===== config.mk =====
export PLATFORM = sky130hd
export DESIGN_NAME = instruction_fetch_unit
export DESIGN_NICKNAME = d
export VERILOG_FILES = /design/src/rtl/fetch_pkg.sv /design/src/rtl/fetch_fifo.sv /design/src/rtl/instruction_fetch_unit.sv
export SDC_FILE = /design/constraint.sdc
export NUM_CORES = 1
export LEC_CHECK = 0
export ABC_AREA = 0
export ABC_CLOCK_PERIOD_IN_PS = 11530
export CAP_MARGIN = 10
export CORE_ASPECT_RATIO = 0.9
export CORE_MARGIN = 2
export CORE_UTILIZATION = 55
export DETAILED_ROUTE_END_ITERATION = 8
export PLACE_DENSITY = 0.79
export SKIP_CTS_REPAIR_TIMING = 1
export SYNTH_ARGS = -nofsm -noshare
export SYNTH_HDL_FRONTEND = slang
export SYNTH_HIERARCHICAL = 1
export SYNTH_SLANG_ARGS = --single-unit

===== constraint.sdc =====
create_clock -name HCLK -period 11.53 [get_ports HCLK]
set_clock_uncertainty 0.2 [all_clocks]
set_input_delay 2.306 -clock HCLK [delete_from_list [all_inputs] [get_ports HCLK]]
set_output_delay 2.306 -clock HCLK [all_outputs]
set_load 0.03 [all_outputs]

===== src/rtl/fetch_pkg.sv =====
// rtl/fetch_pkg.sv - shared types for the instruction fetch unit and its buffer
//
// Purpose: fetch FSM state encoding and the instruction buffer entry layout.
// Ports:   none (package).

package fetch_pkg;

    typedef enum logic [1:0] {
        IDLE  = 2'd0,
        BLANK = 2'd1,
        WAIT  = 2'd2
    } fetch_state_t;

    typedef struct packed {
        logic [31:0] pc;
        logic [31:0] data;
    } fetch_entry_t;

    localparam logic [31:0] PC_STEP = 32'd4;

endpackage


===== src/rtl/fetch_fifo.sv =====
// rtl/fetch_fifo.sv - instruction buffer holding {pc, data} entries
//
// Purpose: power-of-two deep FIFO between the fetch FSM and decode.
// Ports:
//   clk, rst     - rising-edge clock, synchronous active-high reset
//   push, push_entry - write request and entry (ignored when full)
//   pop          - read request (ignored when empty)
//   flush        - discard all entries; wins over push and pop
//   full, empty  - occupancy flags from the current count
//   head         - oldest entry, combinational

import fetch_pkg::*;

module fetch_fifo #(
    parameter int unsigned DEPTH = 4
) (
    input  logic         clk,
    input  logic         rst,
    input  logic         push,
    input  fetch_entry_t push_entry,
    input  logic         pop,
    input  logic         flush,
    output logic         full,
    output logic         empty,
    output fetch_entry_t head
);

    localparam int unsigned PTR_W = $clog2(DEPTH);
    localparam int unsigned CNT_W = PTR_W + 1;
    localparam logic [CNT_W-1:0] FULL_CNT = CNT_W'(DEPTH);

    fetch_entry_t     mem [DEPTH];
    logic [PTR_W-1:0] wr_ptr;
    logic [PTR_W-1:0] rd_ptr;
    logic [CNT_W-1:0] count;
    logic             do_push;
    logic             do_pop;

    assign full    = (count == FULL_CNT);
    assign empty   = (count == '0);
    assign do_push = push && !full;
    assign do_pop  = pop && !empty;
    assign head    = mem[rd_ptr];

    always_ff @(posedge clk) begin
        if (rst) begin
            wr_ptr <= '0;
            rd_ptr <= '0;
            count  <= '0;
            for (int i = 0; i < int'(DEPTH); i++) begin
                mem[i] <= '0;
            end
        end else if (flush) begin
            wr_ptr <= '0;
            rd_ptr <= '0;
            count  <= '0;
        end else begin
            if (do_push) begin
                mem[wr_ptr] <= push_entry;
                wr_ptr      <= wr_ptr + 1'b1;
            end
            if (do_pop) begin
                rd_ptr <= rd_ptr + 1'b1;
            end
            case ({do_push, do_pop})
                2'b10:   count <= count + 1'b1;
                2'b01:   count <= count - 1'b1;
                default: count <= count;
            endcase
        end
    end

endmodule


===== src/rtl/instruction_fetch_unit.sv =====
// rtl/instruction_fetch_unit.sv - sequential instruction fetcher with buffer
//
// Purpose: walks pc through the instruction cache one word at a time and
//          queues {pc, word} for decode; supports redirects.
// Ports:
//   HCLK, HRESET             - rising-edge clock, synchronous active-high reset
//   fetch_enable             - allows fetching
//   cpu_addr / cpu_data / cpu_ready - cache request address, returned word, hit
//   redirect_valid / redirect_pc    - control-flow redirect and target
//   instr_valid / instr_ready       - decode handshake on the buffer head
//   instr_data / instr_pc           - head instruction word and its address

import fetch_pkg::*;

module instruction_fetch_unit #(
    parameter logic [31:0] RESET_PC   = 32'h0000_0000,
    parameter int unsigned FIFO_DEPTH = 4
) (
    input  logic        HCLK,
    input  logic        HRESET,
    input  logic        fetch_enable,
    output logic [31:0] cpu_addr,
    input  logic [31:0] cpu_data,
    input  logic        cpu_ready,
    input  logic        redirect_valid,
    input  logic [31:0] redirect_pc,
    output logic        instr_valid,
    input  logic        instr_ready,
    output logic [31:0] instr_data,
    output logic [31:0] instr_pc
);

    fetch_state_t cur_state;
    fetch_state_t nxt_state;
    logic [31:0]  pc;
    logic         push;
    logic         pop;
    logic         buf_full;
    logic         buf_empty;
    fetch_entry_t push_entry;
    fetch_entry_t head;

    assign cpu_addr    = pc;
    assign instr_valid = !buf_empty;
    assign instr_data  = head.data;
    assign instr_pc    = head.pc;
    assign pop         = instr_valid && instr_ready && !redirect_valid;

    assign push_entry.pc   = pc;
    assign push_entry.data = cpu_data;

    // BLANK exists because the cache's ready is registered: the cycle after
    // an address change still shows the hit for the previous address.
    always_comb begin
        nxt_state = cur_state;
        push      = 1'b0;
        case (cur_state)
            IDLE: begin
                if (fetch_enable) begin
                    nxt_state = BLANK;
                end
            end
            BLANK: begin
                nxt_state = fetch_enable ? WAIT : IDLE;
            end
            WAIT: begin
                if (!fetch_enable) begin
                    nxt_state = IDLE;
                end else if (cpu_ready && !buf_full) begin
                    push      = 1'b1;
                    nxt_state = BLANK;
                end
            end
            default: nxt_state = IDLE;
        endcase
        // A redirect discards whatever the cache returned this cycle.
        if (redirect_valid) begin
            push      = 1'b0;
            nxt_state = fetch_enable ? BLANK : IDLE;
        end
    end

    always_ff @(posedge HCLK) begin
        if (HRESET) begin
            cur_state <= IDLE;
            pc        <= RESET_PC;
        end else begin
            cur_state <= nxt_state;
            if (redirect_valid) begin
                pc <= redirect_pc & 32'hFFFF_FFFC;
            end else if (push) begin
                pc <= pc + PC_STEP;
            end
        end
    end

    fetch_fifo #(
        .DEPTH (FIFO_DEPTH)
    ) u_fetch_fifo (
        .clk        (HCLK),
        .rst        (HRESET),
        .push       (push),
        .push_entry (push_entry),
        .pop        (pop),
        .flush      (redirect_valid),
        .full       (buf_full),
        .empty      (buf_empty),
        .head       (head)
    );

endmodule


==> results.md, run 1 <==
- Status: complete, no violations
- Layout cell share with drive strength beyond 1: 0.1193
- Synth-to-Final Area Change: 20.72%
- Type of the worst setup path: input pin to flop
- Yosys top cell area share: 0.5654
- Maximum VDD drop: 0.1104 mV
- Post-route core utilization: 0.6767
- Worst-path clk slew: 60 ps
- Inserted Diodes: 0
- Max frequency: 145.1 MHz
- GPL Wtd Cong: 0.8503
- Number of global-route vias before repair: 8564
- Syn Inst Count: 945
- GR Overflow Total: 0
- Crit path launch type: input pin
- Pin count of the biggest net entering global routing: 66
- HPWL Detailed: 17.22 mm
- I/O Pins: 167
- Vias per std cell: 5.983
- Chip Width: 169.7 um
- Seq/Total Area, Yosys: 0.6258
- Post-synth EDFFs: 256
- H-tree level count: 1
- First-pass GRT wire length: 48.08 mm
- Power Density: 143.9 mW/mm2
- Final min period: 6892 ps
- Detail Route Antenna Nets: 0
- CTS Buf Count: 30
- Setup_tns: 0 ps
- Yosys reg bits: 297
- Part of the cycle the worst path needs: 0.5977
- WP depth: 8
- All-Layer GR Usage: 0.2396
- Max_slew headroom: 0.2566
- CTS tree: yes
- Max clock buf depth: 3
- Ranking of synthesized cells by area: edfxtp_1 57%, and2_1 12%, mux4_2 11%, dfxtp_1 6.0%, clkbuf_1 0.77%
- Pre-Repair DR Iteration Count: 8
- Syn. warnings: 6
- Initial Util: 0.5605
- # setup viols final: 0
- Core footprint: 0.02426 mm2
- Critical Path Fanout Max: 65
- Total power: 0.002361 W
- Initial antenna violation count: 0
- Port bufs: 162
- DR vias: 8514
- Worst R2R Path Depth: 8
- Final WL: 31.24 mm
- Std-Cell Rows: 54
- Area after DPL: 0.01543 mm2
- Hold Vio Cnt, Final: 0
- Leakage: 5.739 nW
- Clk_lat worst skew: 550 ps
- Clock Root Buffer: clkbuf_16
- Fillcell total: 1681
- Synth unique cells: 66
- Final Max Tran Viols: 0
- DIE AREA: 0.02599 mm2
- Most frequent cells in the layout: 259 x and2_1, 256 x edfxtp_1, 162 x clkdlybuf4s50_1
- DIE HEIGHT: 153.2 um
- Place WS: 4299 ps
- Remaining DRCs: 0
- Hold Crit Depth: 2
- Critical Path RT: 11490 ps
- Clock tree sinks: 297
- Endpoint class of the critical path: flop
- Async SR Flop Fraction: 0
- Avg Synthesized Cell Area: 14.39 um2
- Most used DFF post-synth: edfxtp_1
- Max-Cap Viols: 0
- Critical path's slowest cell: or2_4
- Hold crit path type: flop to flop
- Avg WL per Cell: 21.95 um
- Largest area contributor in the netlist: edfxtp_1
- Top Family by Delay on Critical Path: simple AND/OR/NAND/NOR gates
- Setup ws final: 4638 ps
- Most common cell after layout, fill and taps aside: and2_1
- Mapped Area: 0.01360 mm2
- Crit path DAT: 6850 ps
- Measured slew at the worst slew-check pin: 1115 ps
- Buf/Inv on CP: 2
- Post-route cell area: 0.01641 mm2
- Cells along the critical path: clkdlybuf4s50_1 > nor4bb_1 > nand2_1 > nor2_1 > or3b_4 > nor4b_4 > buf_4 > or2_4
- RSZ-0062 raised after global routing: false
- Final net count: 1167
- Number of DRC violations after detailed-routing iteration 0: 815
- Slowest Stage Delay on Critical Path: 1000 ps
logic make-up (layout without fill, tap and decap cells):
logic type	count (synthesis)	count (layout)	synth area share
buf+inv	79	240	0.02844
fa+ha+maj	3	3	0.003313
xor+xnor	9	9	0.005798
mux	65	65	0.1068
flops	297	297	0.6258
other cells	1	10	0.0002758
compound gates	75	75	0.04095
simple gates	416	416	0.1887
registers in the layout, summed over array words and instances (netlist names), named ones only:
| name | cells |
|---|---|
| cpu_addr | 30 |
| cur_state | 2 |
| u_fetch_fifo/wr_ptr | 2 |
| u_fetch_fifo/count | 3 |
| u_fetch_fifo/rd_ptr | 2 |
| u_fetch_fifo/mem | 256 |
synth_stat cells, types with 4 or more instances:
cell type,number
and3_1,9
nor2_1,25
o211ai_1,4
nand2_1,21
clkbuf_1,28
nand3_1,20
a211oi_1,6
clkbuf_2,6
inv_1,15
mux4_2,64
dfxtp_1,41
nand4_1,11
o31ai_1,8
buf_6,7
o31a_1,4
a21oi_1,10
nor3_1,15
xor2_1,6
buf_2,18
or3_1,9
o21ai_0,11
and2_1,259
or4_1,10
nor4_1,9
edfxtp_1,256
a311oi_1,6
cell type report:
class                           count  area [um2]  area share
Inverter                           16       60.06    0.003659
Timing Repair Buffer              171        1689      0.1029
Clock inverter                     15       172.7     0.01052
Tap cell                          308       385.4     0.02348
Sequential cell                   297        8516      0.5188
Multi-Input combinational cell    578        4778      0.2911
Clock buffer                       38       812.0     0.04947
metrics by stage:
stage               cells  hold slack [ps]
finish               1423            321.8
CTS                  1423            313.7
detailed placement   1370            304.9
floorplan             954            259.1
global route         1423            347.8
global placement     1370            263.4
worst register-to-register path, stage by stage, from the launching register on:
cell and delay, ps:
dfxtp_1 460, nor3b_4 160, nor4bb_1 900, nand2_1 420
nor2_1 310, or3b_4 470, nor4b_4 210, buf_4 630
or2_4 1000
routing by layer:
layer | GRT usage | vias to the layer above | wire [um]
li1 | - | 3842 | -
met3 | 0.04350 | 44 | 2526
met5 | 0 | - | 0
met1 | 0.3412 | 4242 | 12970
met2 | 0.3946 | 386 | 15270
met4 | 0.04436 | 0 | 478
path summary, 6_finish.rpt:
| path | startpoint | end | slack [ps] |
|---|---|---|---|
| min | u_fetch_fifo/rd_ptr[1] | flop | 320 |
| min reg2reg | u_fetch_fifo/rd_ptr[1] | flop | 320 |
| max reg2reg | u_fetch_fifo/count[0] | u_fetch_fifo/mem[2][48] | 6370 |
| max | cpu_ready | u_fetch_fifo/mem[2][48] | 4640 |
power by group:
part	leakage (nW)	switching, W	internal (W)
sequential	2.98	0.0000294	0.00120
clock	0.483	0.000392	0.000583
combinational	2.28	0.0000883	0.0000676
total	5.74	0.000510	0.00185
No activity file was read; power rests on OpenSTA's default activity.
==> run 2, diff against run 1 <==
Settings changed: ABC_CLOCK_PERIOD_IN_PS 11530 to 5900, CORE_UTILIZATION 55 to 51, PLACE_DENSITY 0.79 to 0.77.
Clock period 11.53 ns to 5.9 ns, I/O delays scaled along.
==> results.md, run 2 (synthesis gave the netlist of run 1 again) <==
- Status: complete, no violations
- Hold Crit Depth: 2
- Critical Path Fanout Max: 36
- RSZ-0062 raised after global routing: false
- Met3 Resource Use GR: 0.04382
- Area after DPL: 0.01562 mm2
- Max clock buf depth: 3
- Clock tree sinks: 297
- Number of DRC violations after detailed-routing iteration 0: 768
- Final min period: 4444 ps
- Most frequent cells in the layout: 259 x and2_1, 256 x edfxtp_1, 162 x clkdlybuf4s50_1
- Synth-to-Final Area Change: 22.28%
- Clock Root Buffer: clkbuf_16
- Detail Route Antenna Nets: 0
- Number of global-route vias before repair: 8475
- Slowest Stage Delay on Critical Path: 860 ps
- Sequential cell area: 0.008516 mm2
- Leakage: 5.830 nW
- Measured slew at the worst slew-check pin: 1072 ps
- Switch share: 0.2202
- Comb power frac: 0.068
- Most common cell after layout, fill and taps aside: and2_1
- Initial antenna violation count: 1
- DIE AREA: 0.02798 mm2
- First-pass GRT wire length: 48.02 mm
- CTS Buf Count: 31
- Int Pwr: 0.003602 W
- Worst R2R Path Depth: 9
- Grt met1 use: 0.3028
- DR vias: 8415
- Pre-Repair DR Iteration Count: 5
- Pin count of the biggest net entering global routing: 65
- Max reg flops: 256
- Top reg by flops: u_fetch_fifo/mem
- Hold crit path type: flop to flop
- Sw Pwr: 0.001017 W
- R2R Path Start: u_fetch_fifo/count[0]
- CP endpoint: instr_data[24]
- Cells along the critical path: buf_4 > mux4_2 > clkdlybuf4s50_1
- GR peak layer: met2
- Core footprint: 0.02614 mm2
- Std-Cell Rows: 56
- Final Max Tran Viols: 0
- Fillcell total: 1918
- Placed Cells incl. Taps: 1420
- Maximum VDD drop: 0.1861 mV
- # setup viols final: 0
- CTS tree: yes
- Fin cells: 1477
- Critical Path RT: 4520 ps
- Inserted Diodes: 0
- Part of the cycle the worst path needs: 0.7532
- Setup_tns: 0 ps
- DIE HEIGHT: 158.9 um
- All-Layer GR Usage: 0.2231
- Crit path launch type: flop
- Max_slew headroom: 0.2788
- Reg2reg end: u_fetch_fifo/mem[2][36]
- Clk_lat worst skew: 550 ps
- GR Overflow Total: 0
- Port bufs: 162
- Initial Util: 0.5202
- Type of the worst setup path: flop to output port
- Critical path's slowest cell: dfxtp_4
- Reg power frac: 0.520
- Remaining DRCs: 0
- Total power: 0.004619 W
- GPL Wtd Cong: 0.8622
- Multi-input logic area: 0.004778 mm2
- Max-Cap Viols: 0
- I/O Pins: 167
- Endpoint class of the critical path: output port
- Final net count: 1178
- Clk network pwr share: 0.412
- HPWL Detailed: 18.67 mm
- Max frequency: 225.0 MHz
- Hold Vio Cnt, Final: 0
- Met2 Use GR: 0.3774
- Avg WL per Cell: 21.16 um
- Crit path DAT: 3060 ps
- Chip Width: 176.1 um
- Layout cell share with drive strength beyond 1: 0.1320
- H-tree level count: 1
- Post-route cell area: 0.01662 mm2
- Power Density: 277.9 mW/mm2
- R2R Setup Slk: 2430 ps
- Worst-path clk slew: 60 ps
- Final WL: 31.25 mm
- Vias per std cell: 5.697
==> run 2: worst min-delay path by stage <==
stage / from / end / slack [ps]
finish: u_fetch_fifo/rd_ptr[1] / flop / 280
global route: u_fetch_fifo/rd_ptr[1] / flop / 340
CTS: u_fetch_fifo/rd_ptr[1] / flop / 280
detailed placement: u_fetch_fifo/rd_ptr[1] / flop / 270
global placement: u_fetch_fifo/rd_ptr[1] / flop / 270
floorplan: u_fetch_fifo/rd_ptr[1] / flop / 260
==> run 2: critical path, delay by kind of cell (launching register included) <==
| family | cells | cell delay [ps] |
|---|---|---|
| multiplexers | 1 | 590 |
| flip-flops | 1 | 860 |
| buffers and inverters | 2 | 1050 |
==> run 2: metal layers <==
layer	part of all wire	wire length, um
met3	0.075	2354
met4	0.016	490
met1	0.42	13000
met5	0.00029	9
met2	0.49	15400
==> run 2: layout make-up <==
class,count,area share
multi-input cells,578,0.2874
flip-flops and latches,297,0.5122
inverters,16,0.003613
well taps,348,0.02619
clock buffers,44,0.05502
repair buffers,181,0.1099
clock inverters,13,0.005645
==> run 2: power groups by stage <==
stage	Combinational (W)	Clock (W)	Sequential [W]
floorplan	0.000130	0	0.00245
global placement	0.000312	0	0.00244
detailed placement	0.000315	0	0.00245
CTS	0.000316	0.00193	0.00240
global route	0.000332	0.00200	0.00241
finish	0.000314	0.00190	0.00240
==> run 2: metrics by stage <==
stage	hold slack [ps]	util	worst slack (ps)
2_1_floorplan	259.1	-	56.50
3_3_place_gp	267.2	0.5975	1383
3_5_place_dp	274.8	0.5975	1341
4_1_cts	284.8	0.6361	1359
5_1_grt	344.0	0.6361	1265
6_report	278.3	0.6361	1456
==> run 3, diff against run 2 <==
Settings changed: ABC_CLOCK_PERIOD_IN_PS 5900 to 4600, CORE_UTILIZATION 51 to 55, PLACE_DENSITY 0.77 to 0.79.
Clock period 5.9 ns to 4.6 ns, I/O delays scaled along.
==> results.md, run 3 (synthesis gave the netlist of run 1 again) <==
- Pre-Repair DR Iteration Count: 5
- DIE AREA: 0.02599 mm2
- Leakage: 5.796 nW
- Remaining DRCs: 0
- Crit path launch type: input pin
- Number of global-route vias before repair: 8667
- I/O Pins: 167
- Buf/Inv on CP: 2
- Hold Vio Cnt, Final: 0
- Clock Root Buffer: clkbuf_16
- Avg WL per Cell: 21.16 um
- Most common cell after layout, fill and taps aside: and2_1
- Pin count of the biggest net entering global routing: 65
- First-pass GRT wire length: 48.27 mm
- Final net count: 1184
- Port bufs: 162
- WP depth: 8
- Chip Width: 169.7 um
- Max reg flops: 256
- RSZ-0062 raised after global routing: false
- Area after DPL: 0.01563 mm2
- Clock tree sinks: 297
- Max clock buf depth: 3
- CTS Buf Count: 30
- Top Family by Delay on Critical Path: simple AND/OR/NAND/NOR gates
- Worst R2R Path Depth: 8
- All-Layer GR Usage: 0.2398
- Final min period: 3835 ps
- Clk_lat worst skew: 550 ps
- Top reg by flops: u_fetch_fifo/mem
- DR vias: 8560
- Layout cell share with drive strength beyond 1: 0.1260
- Power Density: 345.1 mW/mm2
- Type of the worst setup path: input pin to flop
- GR Overflow Total: 0
- Critical Path RT: 4810 ps
- Initial Util: 0.5605
- Initial antenna violation count: 1
- Max frequency: 260.8 MHz
- CTS tree: yes
- Std-Cell Rows: 54
- GPL Wtd Cong: 0.8752
- Maximum VDD drop: 0.1960 mV
- Detail Route Antenna Nets: 0
- Final Max Tran Viols: 0
- Slowest Stage Delay on Critical Path: 620 ps
- Max-Cap Viols: 0
- Vias per std cell: 5.928
- Most frequent cells in the layout: 259 x and2_1, 256 x edfxtp_1, 162 x clkdlybuf4s50_1
- Hold Crit Depth: 2
- Endpoint class of the critical path: flop
- # setup viols final: 0
- Critical path's slowest cell: buf_4
- Part of the cycle the worst path needs: 0.8336
- DIE HEIGHT: 153.2 um
- Max_slew headroom: 0.4018
- HPWL Detailed: 18.34 mm
- Hold crit path type: flop to flop
- Synth-to-Final Area Change: 21.52%
- Number of DRC violations after detailed-routing iteration 0: 839
- Critical Path Fanout Max: 64
- Status: complete, no violations
- Final WL: 30.56 mm
- Post-route cell area: 0.01652 mm2
- H-tree level count: 1
- Measured slew at the worst slew-check pin: 889.1 ps
- Crit path DAT: 4050 ps
- Worst-path clk slew: 60 ps
- Core footprint: 0.02426 mm2
- Cells along the critical path: clkdlybuf4s50_1 > nor4bb_1 > nand2_1 > nor2_1 > or3b_4 > nor4b_4 > buf_4 > and2_1
- Setup_tns: 0 ps
-- run 3: changes by cell type in the layout (fill, tap and decap cells not counted), sizes merged --
| cell | before | now |
|---|---|---|
| inv | 16 | 15 |
| clkinv | 11 | 14 |
| bufinv | 1 | 0 |
| diode | 0 | 1 |
| buf | 19 | 26 |
| clkbuf | 44 | 42 |
-- run 3: final timing paths --
kind / from / endpoint / slack (ps)
setup / recovery: cpu_ready / u_fetch_fifo/mem[2][7] / 770
hold / removal: u_fetch_fifo/rd_ptr[1] / flop / 300
hold reg to reg: u_fetch_fifo/rd_ptr[1] / flop / 300
setup reg to reg: u_fetch_fifo/count[0] / u_fetch_fifo/mem[2][7] / 1030
-- run 3: tightest hold or removal path: stages, from the launching register on --
cell	delay [ps]
dfxtp_1	320
o21ai_0	70
a21oi_1	70
-- run 3: routing by layer --
layer  vias up  wire [um]  track usage
met5         -          0            0
met4         0        575      0.05535
met3        42       2520      0.04531
met2       368      14720       0.3897
met1      4251      12740       0.3403
li1       3899          -            -
-- run 3: cell type report --
type	count	area [um2]
Tap cell	308	385.4
Sequential cell	297	8516
Clock buffer	42	827.0
Multi-Input combinational cell	578	4778
Clock inverter	14	60.06
Timing Repair Buffer	188	1892
Antenna cell	1	2.502
Fill cell	1696	7735
Inverter	16	60.06
-- run 3: where the power goes --
part           leakage [nW]  total, W  internal [W]  switching, W
Sequential             2.98   0.00308       0.00301     0.0000736
Combinational          2.39  0.000406      0.000181      0.000224
Clock                 0.429   0.00221       0.00124      0.000970
Total                  5.80   0.00570       0.00443       0.00127
-- run 3: per-stage QoR --
step / hold WS (ps) / power (W) / setup slack (ps) / cells / utilization
2_1_floorplan: 259.1 / 0.003314 / 206.5 / 954 / -
3_3_place_gp: 257.9 / 0.003534 / 420.4 / 1387 / 0.6444
3_5_place_dp: 270.3 / 0.003543 / 249.2 / 1387 / 0.6444
4_1_cts: 295.1 / 0.005738 / 783.2 / 1443 / 0.6810
5_1_grt: 308.7 / 0.005872 / 622.0 / 1443 / 0.6810
6_report: 296.5 / 0.005701 / 765.3 / 1444 / 0.6811
